`src/rtl/wb_queue.sv`:
```
// -----------------------------------------------------------------------------
// wb_queue
//
// Write-back queue between the MEM/EXE result producers and the register
// file's single write port. Up to two results are accepted per cycle: the
// MEM load result first (the older instruction), then the EXE ALU result.
// They are held in program order in a circular FIFO, and one entry per
// cycle is drained into the register file.
//
// Build option:
//   WB_QUEUE_FWD_EN defined   - read-after-write forwarding from pending
//                               entries onto fwd1_* / fwd2_*.
//   WB_QUEUE_FWD_EN undefined - fwd*_hit / fwd*_data tied to 0, and stall
//                               also asserts while src1/src2 matches any
//                               pending destination (RAW interlock).
//
// Ports:
//   clk, rst            clock (posedge), asynchronous active-high reset
//   mem_wb_en/dest/data load result push (older of the pair)
//   alu_wb_en/dest/...  ALU result push (younger of the pair)
//   src1, src2          register-read indices used for the forwarding search
//   rf_we/dest/data     register file write port, driven from the FIFO head
//   fwd{1,2}_hit/data   forwarding result for src1/src2
//   stall               upstream must not push this cycle
//   count               occupied entries
//   ovf                 sticky overflow flag (a push was dropped)
// -----------------------------------------------------------------------------
module wb_queue #(
  parameter int DEPTH  = 4,
  parameter int DATA_W = 32,
  parameter int ADDR_W = 4
) (
  input  logic                   clk,
  input  logic                   rst,
  input  logic                   mem_wb_en,
  input  logic [ADDR_W-1:0]      mem_dest,
  input  logic [DATA_W-1:0]      mem_data,
  input  logic                   alu_wb_en,
  input  logic [ADDR_W-1:0]      alu_dest,
  input  logic [DATA_W-1:0]      alu_result,
  input  logic [ADDR_W-1:0]      src1,
  input  logic [ADDR_W-1:0]      src2,
  output logic                   rf_we,
  output logic [ADDR_W-1:0]      rf_dest,
  output logic [DATA_W-1:0]      rf_data,
  output logic                   fwd1_hit,
  output logic [DATA_W-1:0]      fwd1_data,
  output logic                   fwd2_hit,
  output logic [DATA_W-1:0]      fwd2_data,
  output logic                   stall,
  output logic [$clog2(DEPTH):0] count,
  output logic                   ovf
);

  localparam int PW = $clog2(DEPTH);
  localparam int CW = PW + 1;
  localparam logic [CW-1:0] DEPTH_C     = CW'(DEPTH);
  // At DEPTH-1 or above there may not be room for two pushes next edge.
  localparam logic [CW-1:0] STALL_LVL_C = CW'(DEPTH - 1);

  // FIFO storage and control state
  logic [ADDR_W-1:0] dest_mem_r [DEPTH];
  logic [DATA_W-1:0] data_mem_r [DEPTH];
  logic [PW-1:0]     wr_ptr_r;
  logic [PW-1:0]     rd_ptr_r;
  logic [CW-1:0]     count_r;
  logic              ovf_r;

  // Next-state helpers
  logic              pop_s;
  logic [CW-1:0]     level_s;
  logic [CW-1:0]     level2_s;
  logic [CW-1:0]     count_nxt_s;
  logic              mem_acc_s;
  logic              alu_acc_s;
  logic              ovf_set_s;
  logic [PW-1:0]     alu_ptr_s;
  logic [PW-1:0]     wr_ptr_nxt_s;
  logic [PW-1:0]     rd_ptr_nxt_s;

  // Logical-to-physical slot map used by the forwarding / interlock search
  logic [PW-1:0]     slot_s     [DEPTH];
  logic              slot_vld_s [DEPTH];

  // Push/pop bookkeeping: the head pops first, then MEM, then ALU claim space
  always_comb begin
    pop_s        = (count_r != {CW{1'b0}});
    // The head slot frees on the same edge, so a full queue still takes one push.
    level_s      = count_r - CW'(pop_s);
    mem_acc_s    = mem_wb_en && (level_s < DEPTH_C);
    level2_s     = level_s + CW'(mem_acc_s);
    alu_acc_s    = alu_wb_en && (level2_s < DEPTH_C);
    count_nxt_s  = level2_s + CW'(alu_acc_s);
    ovf_set_s    = (mem_wb_en && !mem_acc_s) || (alu_wb_en && !alu_acc_s);
    // The ALU entry lands behind the MEM entry only if the MEM entry was taken.
    alu_ptr_s    = wr_ptr_r + PW'(mem_acc_s);
    wr_ptr_nxt_s = alu_ptr_s + PW'(alu_acc_s);
    rd_ptr_nxt_s = rd_ptr_r + PW'(pop_s);
  end

  // Control state: pointers, occupancy and sticky overflow
  always_ff @(posedge clk or posedge rst) begin
    if (rst) begin
      wr_ptr_r <= {PW{1'b0}};
      rd_ptr_r <= {PW{1'b0}};
      count_r  <= {CW{1'b0}};
      ovf_r    <= 1'b0;
    end else begin
      wr_ptr_r <= wr_ptr_nxt_s;
      rd_ptr_r <= rd_ptr_nxt_s;
      count_r  <= count_nxt_s;
      ovf_r    <= ovf_r | ovf_set_s;
    end
  end

  // Entry storage: accepted pushes are written in program order
  always_ff @(posedge clk or posedge rst) begin
    if (rst) begin
      for (int i = 0; i < DEPTH; i++) begin
        dest_mem_r[i] <= {ADDR_W{1'b0}};
        data_mem_r[i] <= {DATA_W{1'b0}};
      end
    end else begin
      if (mem_acc_s) begin
        dest_mem_r[wr_ptr_r] <= mem_dest;
        data_mem_r[wr_ptr_r] <= mem_data;
      end
      if (alu_acc_s) begin
        dest_mem_r[alu_ptr_s] <= alu_dest;
        data_mem_r[alu_ptr_s] <= alu_result;
      end
    end
  end

  // Register file write port driven straight from the head entry
  always_comb begin
    rf_we = pop_s;
    if (pop_s) begin
      rf_dest = dest_mem_r[rd_ptr_r];
      rf_data = data_mem_r[rd_ptr_r];
    end else begin
      rf_dest = {ADDR_W{1'b0}};
      rf_data = {DATA_W{1'b0}};
    end
  end

  // Slot i in program order (0 = oldest) and whether it holds a pending entry
  always_comb begin
    for (int i = 0; i < DEPTH; i++) begin
      slot_s[i]     = rd_ptr_r + PW'(i);
      slot_vld_s[i] = (CW'(i) < count_r);
    end
  end

`ifdef WB_QUEUE_FWD_EN

  // Forwarding search; scanning oldest to youngest lets the youngest match win
  always_comb begin
    fwd1_hit  = 1'b0;
    fwd1_data = {DATA_W{1'b0}};
    fwd2_hit  = 1'b0;
    fwd2_data = {DATA_W{1'b0}};
    for (int i = 0; i < DEPTH; i++) begin
      if (slot_vld_s[i] && (dest_mem_r[slot_s[i]] == src1)) begin
        fwd1_hit  = 1'b1;
        fwd1_data = data_mem_r[slot_s[i]];
      end else begin
        fwd1_hit  = fwd1_hit;
        fwd1_data = fwd1_data;
      end
      if (slot_vld_s[i] && (dest_mem_r[slot_s[i]] == src2)) begin
        fwd2_hit  = 1'b1;
        fwd2_data = data_mem_r[slot_s[i]];
      end else begin
        fwd2_hit  = fwd2_hit;
        fwd2_data = fwd2_data;
      end
    end
  end

  // Back-pressure purely on occupancy
  always_comb begin
    stall = (count_r >= STALL_LVL_C);
  end

`else

  logic raw_s;

  // No forwarding: hold the pipeline while any pending entry targets src1/src2
  always_comb begin
    fwd1_hit  = 1'b0;
    fwd1_data = {DATA_W{1'b0}};
    fwd2_hit  = 1'b0;
    fwd2_data = {DATA_W{1'b0}};
    raw_s     = 1'b0;
    for (int i = 0; i < DEPTH; i++) begin
      if (slot_vld_s[i] &&
          ((dest_mem_r[slot_s[i]] == src1) || (dest_mem_r[slot_s[i]] == src2))) begin
        raw_s = 1'b1;
      end else begin
        raw_s = raw_s;
      end
    end
    stall = (count_r >= STALL_LVL_C) || raw_s;
  end

`endif

  assign count = count_r;
  assign ovf   = ovf_r;

endmodule

```
`config.mk`:
```
export PLATFORM = sky130hd
export DESIGN_NAME = wb_queue
export DESIGN_NICKNAME = d
export VERILOG_FILES = /design/src/rtl/wb_queue.sv
export SDC_FILE = /design/constraint.sdc
export NUM_CORES = 1
export LEC_CHECK = 0
export ABC_AREA = 1
export CORE_MARGIN = 2
export CORE_UTILIZATION = 50
export DETAILED_ROUTE_END_ITERATION = 10
export GPL_ROUTABILITY_DRIVEN = 0
export PLACE_DENSITY = 0.78
export SYNTH_ARGS = -nofsm -noshare
export SYNTH_HDL_FRONTEND = slang
export SYNTH_SLANG_ARGS = --single-unit
```
`constraint.sdc`:
```
create_clock -name clk -period 5.1 [get_ports clk]
set_input_delay 0.51 -clock clk [delete_from_list [all_inputs] [get_ports clk]]
set_output_delay 0.51 -clock clk [all_outputs]
set_load 0.005 [all_outputs]
```
==> results_dict.tcl <==
set metrics [dict create \
    nets 1441 \
    p_clk_share_pct 17.8 \
    seq_power_share_pct 30.0 \
    reg2regPathDepth 15 \
    start_util_pct 51.07 \
    fmax_mhz 250.3 \
    wl_per_cell_um 15.10 \
    antenna_found_initial 0 \
    dieArea_um2 19510 \
    grt_setup_unrepaired "no" \
    postRouteAntennaNets 0 \
    worstSetupPathType "reg -> out" \
    core_um2 18020 \
    root_buffer "clkbuf_16" \
    routed_wl_um 24000 \
    grt_overflow 0 \
    switching_share_pct 42.90 \
    cts_tree "done" \
    htree_levels 4 \
    synth_top_cell_by_area "dfrtp_1" \
    firstDrtPassIters 6 \
    io_pins 192 \
    worst_clock_skew_ps 8.932 \
    rows 49 \
    internal_power_mw 4.165 \
    hold_start "ovf$_DFF_PP0_" \
    cp-end-kind "output pin" \
    clockBufferDepth 2 \
    dieWidth_um 139.7 \
    clk_latency_ps 430 \
    path_clk_slew_ps 60 \
    via_per_inst 5.356 \
    setup_viol 0 \
    synthArstFlopShare_pct 100.0 \
    fin_tns_setup_ps 0 \
    fin_ws_ps 1105 \
    port_buffers 125 \
    synth_commonest_cells "nand2_1 (429), o21ai_0 (209), dfrtp_1 (152)" \
    drc 0 \
    final_util_pct 60.04 \
    grt_pass1_wl_um 39550 \
    reg2reg_from "count[2]$_DFF_PP0_" \
    synth_area_um2 9205 \
    yosysMostFrequentCell "nand2_1" \
    die_height_um 139.7 \
    min_period_ps 3995 \
    post-cts-setup-buffers 0 \
    ctsResizeCount 0 \
    place_hpwl_um 15050 \
    hold_viol 0 \
    synth-main-ff-cell "dfrtp_1" \
    seq_area_um2 3806 \
    synth_top_area_share_pct 41.32 \
    vdd_drop_max_uv 324.3 \
    worstPathRequired_ps 4590 \
    relSlewSlack_pct 41.37 \
    critPathMaxFanout 38 \
    hold_depth 1 \
    power_mw 7.295 \
    dpl_cell_area_um2 10200 \
    multiInputGateArea_um2 4399 \
    drt_iter0_markers 734 \
    cts_sinks 152 \
    syn_area_per_cell_um2 7.231 \
    p_leak_nw 5.272 \
    synthTopCellsByArea "dfrtp_1 (41%), nand2_1 (17%), o21ai_0 (11%), buf_4 (6.4%), o21ai_1 (4.3%)" \
    post_cts_hold_buffer_count 0 \
    comb_power_share_pct 52.2 \
    synth-edff-count 0 \
    drive_above_1_share_pct 4.482 \
    area_growth_pct 17.58 \
    status "completed" \
    ys_ff_latch 152 \
    period_share_pct 78.33 \
    grt_max_degree 73 \
    grt_usage_pct 24.92 \
    ys_seq_area_share_pct 41.32 \
    critPathArrivalTime_ps 3480 \
    grt_pass1_vias 7880 \
    worstMarginPinSlew_ps 879.5 \
    cap_violations 0 \
    post-place-ws_ps 1357 \
    p_sw_mw 3.130 \
    worstHoldPathType "reg -> reg" \
    slew_viol_final 0 \
    fill_cells 1622 \
    startpoint_type "flip-flop" \
    design_area_um2 10820 \
    synthDistinctLibCells 26 \
    vias 8516 \
    synthCells 1273 \
    antenna_cells 0 \
    crit_start "rd_ptr_r[1]$_DFF_PP0_" \
    yosys_warnings 0 \
    cts_buffers 17 \
    power.density_nw_per_um2 674.0 \
]
-- metal layers --
| layer | vias to the layer above | track usage (%) | wire length (um) |
|---|---|---|---|
| met3 | 31 | 5.403 | 1791 |
| met5 | - | 0 | 0 |
| met2 | 409 | 39.67 | 11160 |
| met4 | 0 | 7.526 | 376 |
| li1 | 4186 | - | - |
| met1 | 3890 | 34.35 | 10670 |
-- power by group through the flow --
stage	Sequential [mW]	Combinational, mW	Clock (mW)
after global placement	2.17	3.67	0
after CTS	2.18	3.81	1.31
after global routing	2.25	4.32	1.37
final	2.19	3.81	1.30
after detailed placement	2.19	3.77	0
after floorplan	2.05	2.72	0
-- cell type report --
cell class	count	share of cell area (%)
Clock buffer	23	4.694
Clock inverter	9	1.040
Inverter	101	3.549
Multi-Input combinational cell	941	40.65
Sequential cell	152	35.17
Tap cell	229	2.647
Timing Repair Buffer	135	12.25
-- state kept, by name (all words and copies together), names as in the netlist --
name	count
count	3
ovf	1
data_mem_r	128
dest_mem_r	16
wr_ptr_r	2
rd_ptr_r	2
-- critical path, cell delays in order (launching register included) --
cell and delay, ps:
dfrtp_2 920, nand2_1 180, inv_2 600, a21oi_1 280, nand3_1 130, nand2_1 60, nor2_1 110, nand2_1 60
nand2_1 80, nand2_1 50, nand2_1 60, clkdlybuf4s50_1 520
-- cell usage in the layout (no fill, tap or decap), types with 2 or more instances in the layout --
cell / Yosys / layout
conb_1: 1 / 66
nand3_1: 48 / 48
clkinvlp_4: 0 / 4
nor2_4: 1 / 2
clkbuf_16: 0 / 17
dfrtp_2: 0 / 2
nand3_2: 4 / 4
xor2_1: 3 / 3
o21ai_0: 209 / 209
a31oi_1: 32 / 32
bufinv_16: 0 / 2
nor2_1: 12 / 11
a22oi_1: 32 / 32
inv_6: 0 / 2
o21ai_1: 80 / 80
clkbuf_8: 0 / 6
inv_1: 99 / 98
inv_2: 2 / 2
xor2_2: 2 / 2
ha_1: 9 / 9
clkdlybuf4s50_1: 0 / 125
dfrtp_1: 152 / 150
nand2_1: 429 / 429
a21oi_1: 6 / 6
nand3_4: 4 / 4
buf_4: 78 / 10
-- path summary, 6_finish.rpt --
| check | end | slack [ps] |
|---|---|---|
| max | stall | 1110 |
| min | ovf$_DFF_PP0_ | 500 |
| max reg2reg | data_mem_r[55]$_DFF_PP0_ | 1320 |
| min reg2reg | ovf$_DFF_PP0_ | 500 |
| max in group asynchronous | data_mem_r[91]$_DFF_PP0_ | 3500 |
| min in group asynchronous | data_mem_r[76]$_DFF_PP0_ | 550 |
-- metrics by stage --
stage,cells,hold slack [ps]
floorplan,1338,462.9
global placement,1558,481.9
detailed placement,1558,493.3
CTS,1590,506.5
global route,1590,565.8
finish,1590,500.1
-- kinds of logic (layout without fill, tap and decap cells) --
family / after synthesis / after routing / synth area share, %
AO/OA/AOI/OAI: 359 / 359 / 20.82
XOR/XNOR: 7 / 7 / 0.9108
adder cells (fa/ha/maj): 9 / 9 / 1.223
buffers and inverters: 245 / 268 / 13.62
flip-flops: 152 / 152 / 41.32
other: 1 / 66 / 0.04074
AND/OR/NAND/NOR: 500 / 500 / 22.06
(Power assumes the default switching activity.)
==> RTL edit: new RTL, config.mk and constraints unchanged <==
Change the parameter `DATA_W` from 32 to 16.
--- a/src/rtl/wb_queue.sv
+++ b/src/rtl/wb_queue.sv
@@ -27,7 +27,7 @@
 // -----------------------------------------------------------------------------
 module wb_queue #(
   parameter int DEPTH  = 4,
-  parameter int DATA_W = 32,
+  parameter int DATA_W = 16,
   parameter int ADDR_W = 4
 ) (
   input  logic                   clk,
Interface: changed (5 resized); port bits go from 192 to 112. No check against the original RTL was run, so the function may have changed too.
==> RTL edit against the unedited design <==
Count of clock-buffer cells in the layout decreased by 12. Die area decreased by 38%. Critical path depth increased by 8. Setup slack gained 0.060 ns. Total power down 42%. Global-route usage is 0.38 points lower. Final area decreased by 40%. Area after synthesis fell by 39%. Sequential power is 45% lower. Clock skew hardly changed. Hold slack worse by 0.0095 ns. Wire length shrank 42%. First-iteration DRC count fell by 30%. Sequential cell count decreased by 64. Largest cell class unchanged. Highest routed layer unchanged.
==> RTL edit: results (changes against the unedited design) <==
[global_route]
use_met3_pct=4.35  ; was 5.40%
grt_pass1_vias=4713  ; was 7880
grt_pass1_wl_mm=23.0  ; was 39.6 mm
grtUsageMet2_pct=39.3  ; was 39.7%
grtUsageMet1_pct=33.8  ; was 34.4%

[setup_path]
crit_fanout=22  ; was 38
startpoint=count[2]$_DFF_PP0_  ; was rd_ptr_r[1]$_DFF_PP0_
crit_end=dest_mem_r[6]$_DFF_PP0_  ; was stall
reg2reg_depth=19  ; was 15

[clock_tree]
cts_buffers=9  ; was 17
htree_levels=3  ; was 4
clk_latency_ns=0.37  ; was 0.43 ns
root_buffer=clkbuf_8  ; was clkbuf_16

[pwr]
ir_drop_v=0.000282  ; was 0.000324 V
p_switching_uw=1920  ; was 3130 uW
seqPwrFrac_pct=28.4  ; was 30.0%
clkPwrFrac_pct=10.2  ; was 17.8%
p_leak_uw=0.00331  ; was 0.00527 uW

[routing]
drt-initial-drc-count=514  ; was 734
routed-wl-met3_mm=1.14  ; was 1.79 mm
wl_met1_mm=6.15  ; was 10.7 mm
wl_mm=13.9  ; was 24.0 mm
dr.pass1.iters=8  ; was 6
routed-wl-met2_mm=6.38  ; was 11.2 mm
vias_per_cell=5.14  ; was 5.36

[synthesis]
synth-xor-area-share_pct=0.912  ; was 0.911%
synth_compound_area_share_pct=19.4  ; was 20.8%
yosysSeqAreaShare_pct=39.1  ; was 41.3%
synthAdderAreaFrac_pct=2.00  ; was 1.22%
synth_commonest_cells=nand2_1 (255), inv_1 (110), o21ai_1 (99)  ; was nand2_1 (429), o21ai_0 (209), dfrtp_1 (152)
synth_area_leaders=dfrtp_1 (39%), nand2_1 (17%), o21ai_1 (8.8%), inv_1 (7.3%), o21ai_0 (5.8%)  ; was dfrtp_1 (41%), nand2_1 (17%), o21ai_0 (11%), buf_4 (6.4%), o21ai_1 (4.3%)

[timing]
skew_ns=0.00925  ; was 0.00893 ns
fmax_mhz=254  ; was 250 MHz

[layout]
layout.nonclk_buf_share_pct=13.3  ; was 12.3%
fill_cells=1029  ; was 1622
num-nonclk-buffers=88  ; was 135
finalNetCount=931  ; was 1441
largest_register_ffs=64  ; was 128
multi_input_gates=572  ; was 941
layout.cells.non_filler=1013  ; was 1590
seq_cell_count=88  ; was 152
clock_cell_area_share_pct=2.48  ; was 5.73%
clock_buffer_count=11  ; was 23
drive_above_1_share_pct=4.47  ; was 4.48%
multi_input_area_share_pct=41.3  ; was 40.6%

[place]
place.port_buffers=77  ; was 125
dp_hpwl_mm=9.17  ; was 15.0 mm

[outcome]
outcome=complete, no violations  ; unchanged

RTL edit: stage by stage:
stage                     power, uW  instance area, sq um  hold slack [ns]  setup slack [ns]  util [%]
after floorplan                2990                  5750            0.472              2.26         -
after global placement         3750                  6350            0.479              1.27      58.3
after detailed placement       3810                  6350            0.479              1.16      58.3
after CTS                      4250                  6510            0.498              1.15      59.8
after global routing           4710                  6510            0.523             0.772      59.8
final                          4240                  6510            0.491              1.17      59.8
RTL edit: critical path, cell delays in order, from the launching register on:
cell and delay, ns:
dfrtp_1 0.42, nor2_1 0.11, inv_1 0.06, nor2_2 0.07, buf_4 0.29, inv_1 0.14
ha_1 0.21, ha_1 0.20, inv_1 0.07, nand2_1 0.08, nand3_2 0.13, inv_1 0.10
ha_1 0.21, ha_1 0.21, xor2_2 0.21, nor2_4 0.16, nand3_1 0.60, buf_12 0.41
nand2_1 0.07, o21ai_1 0.06
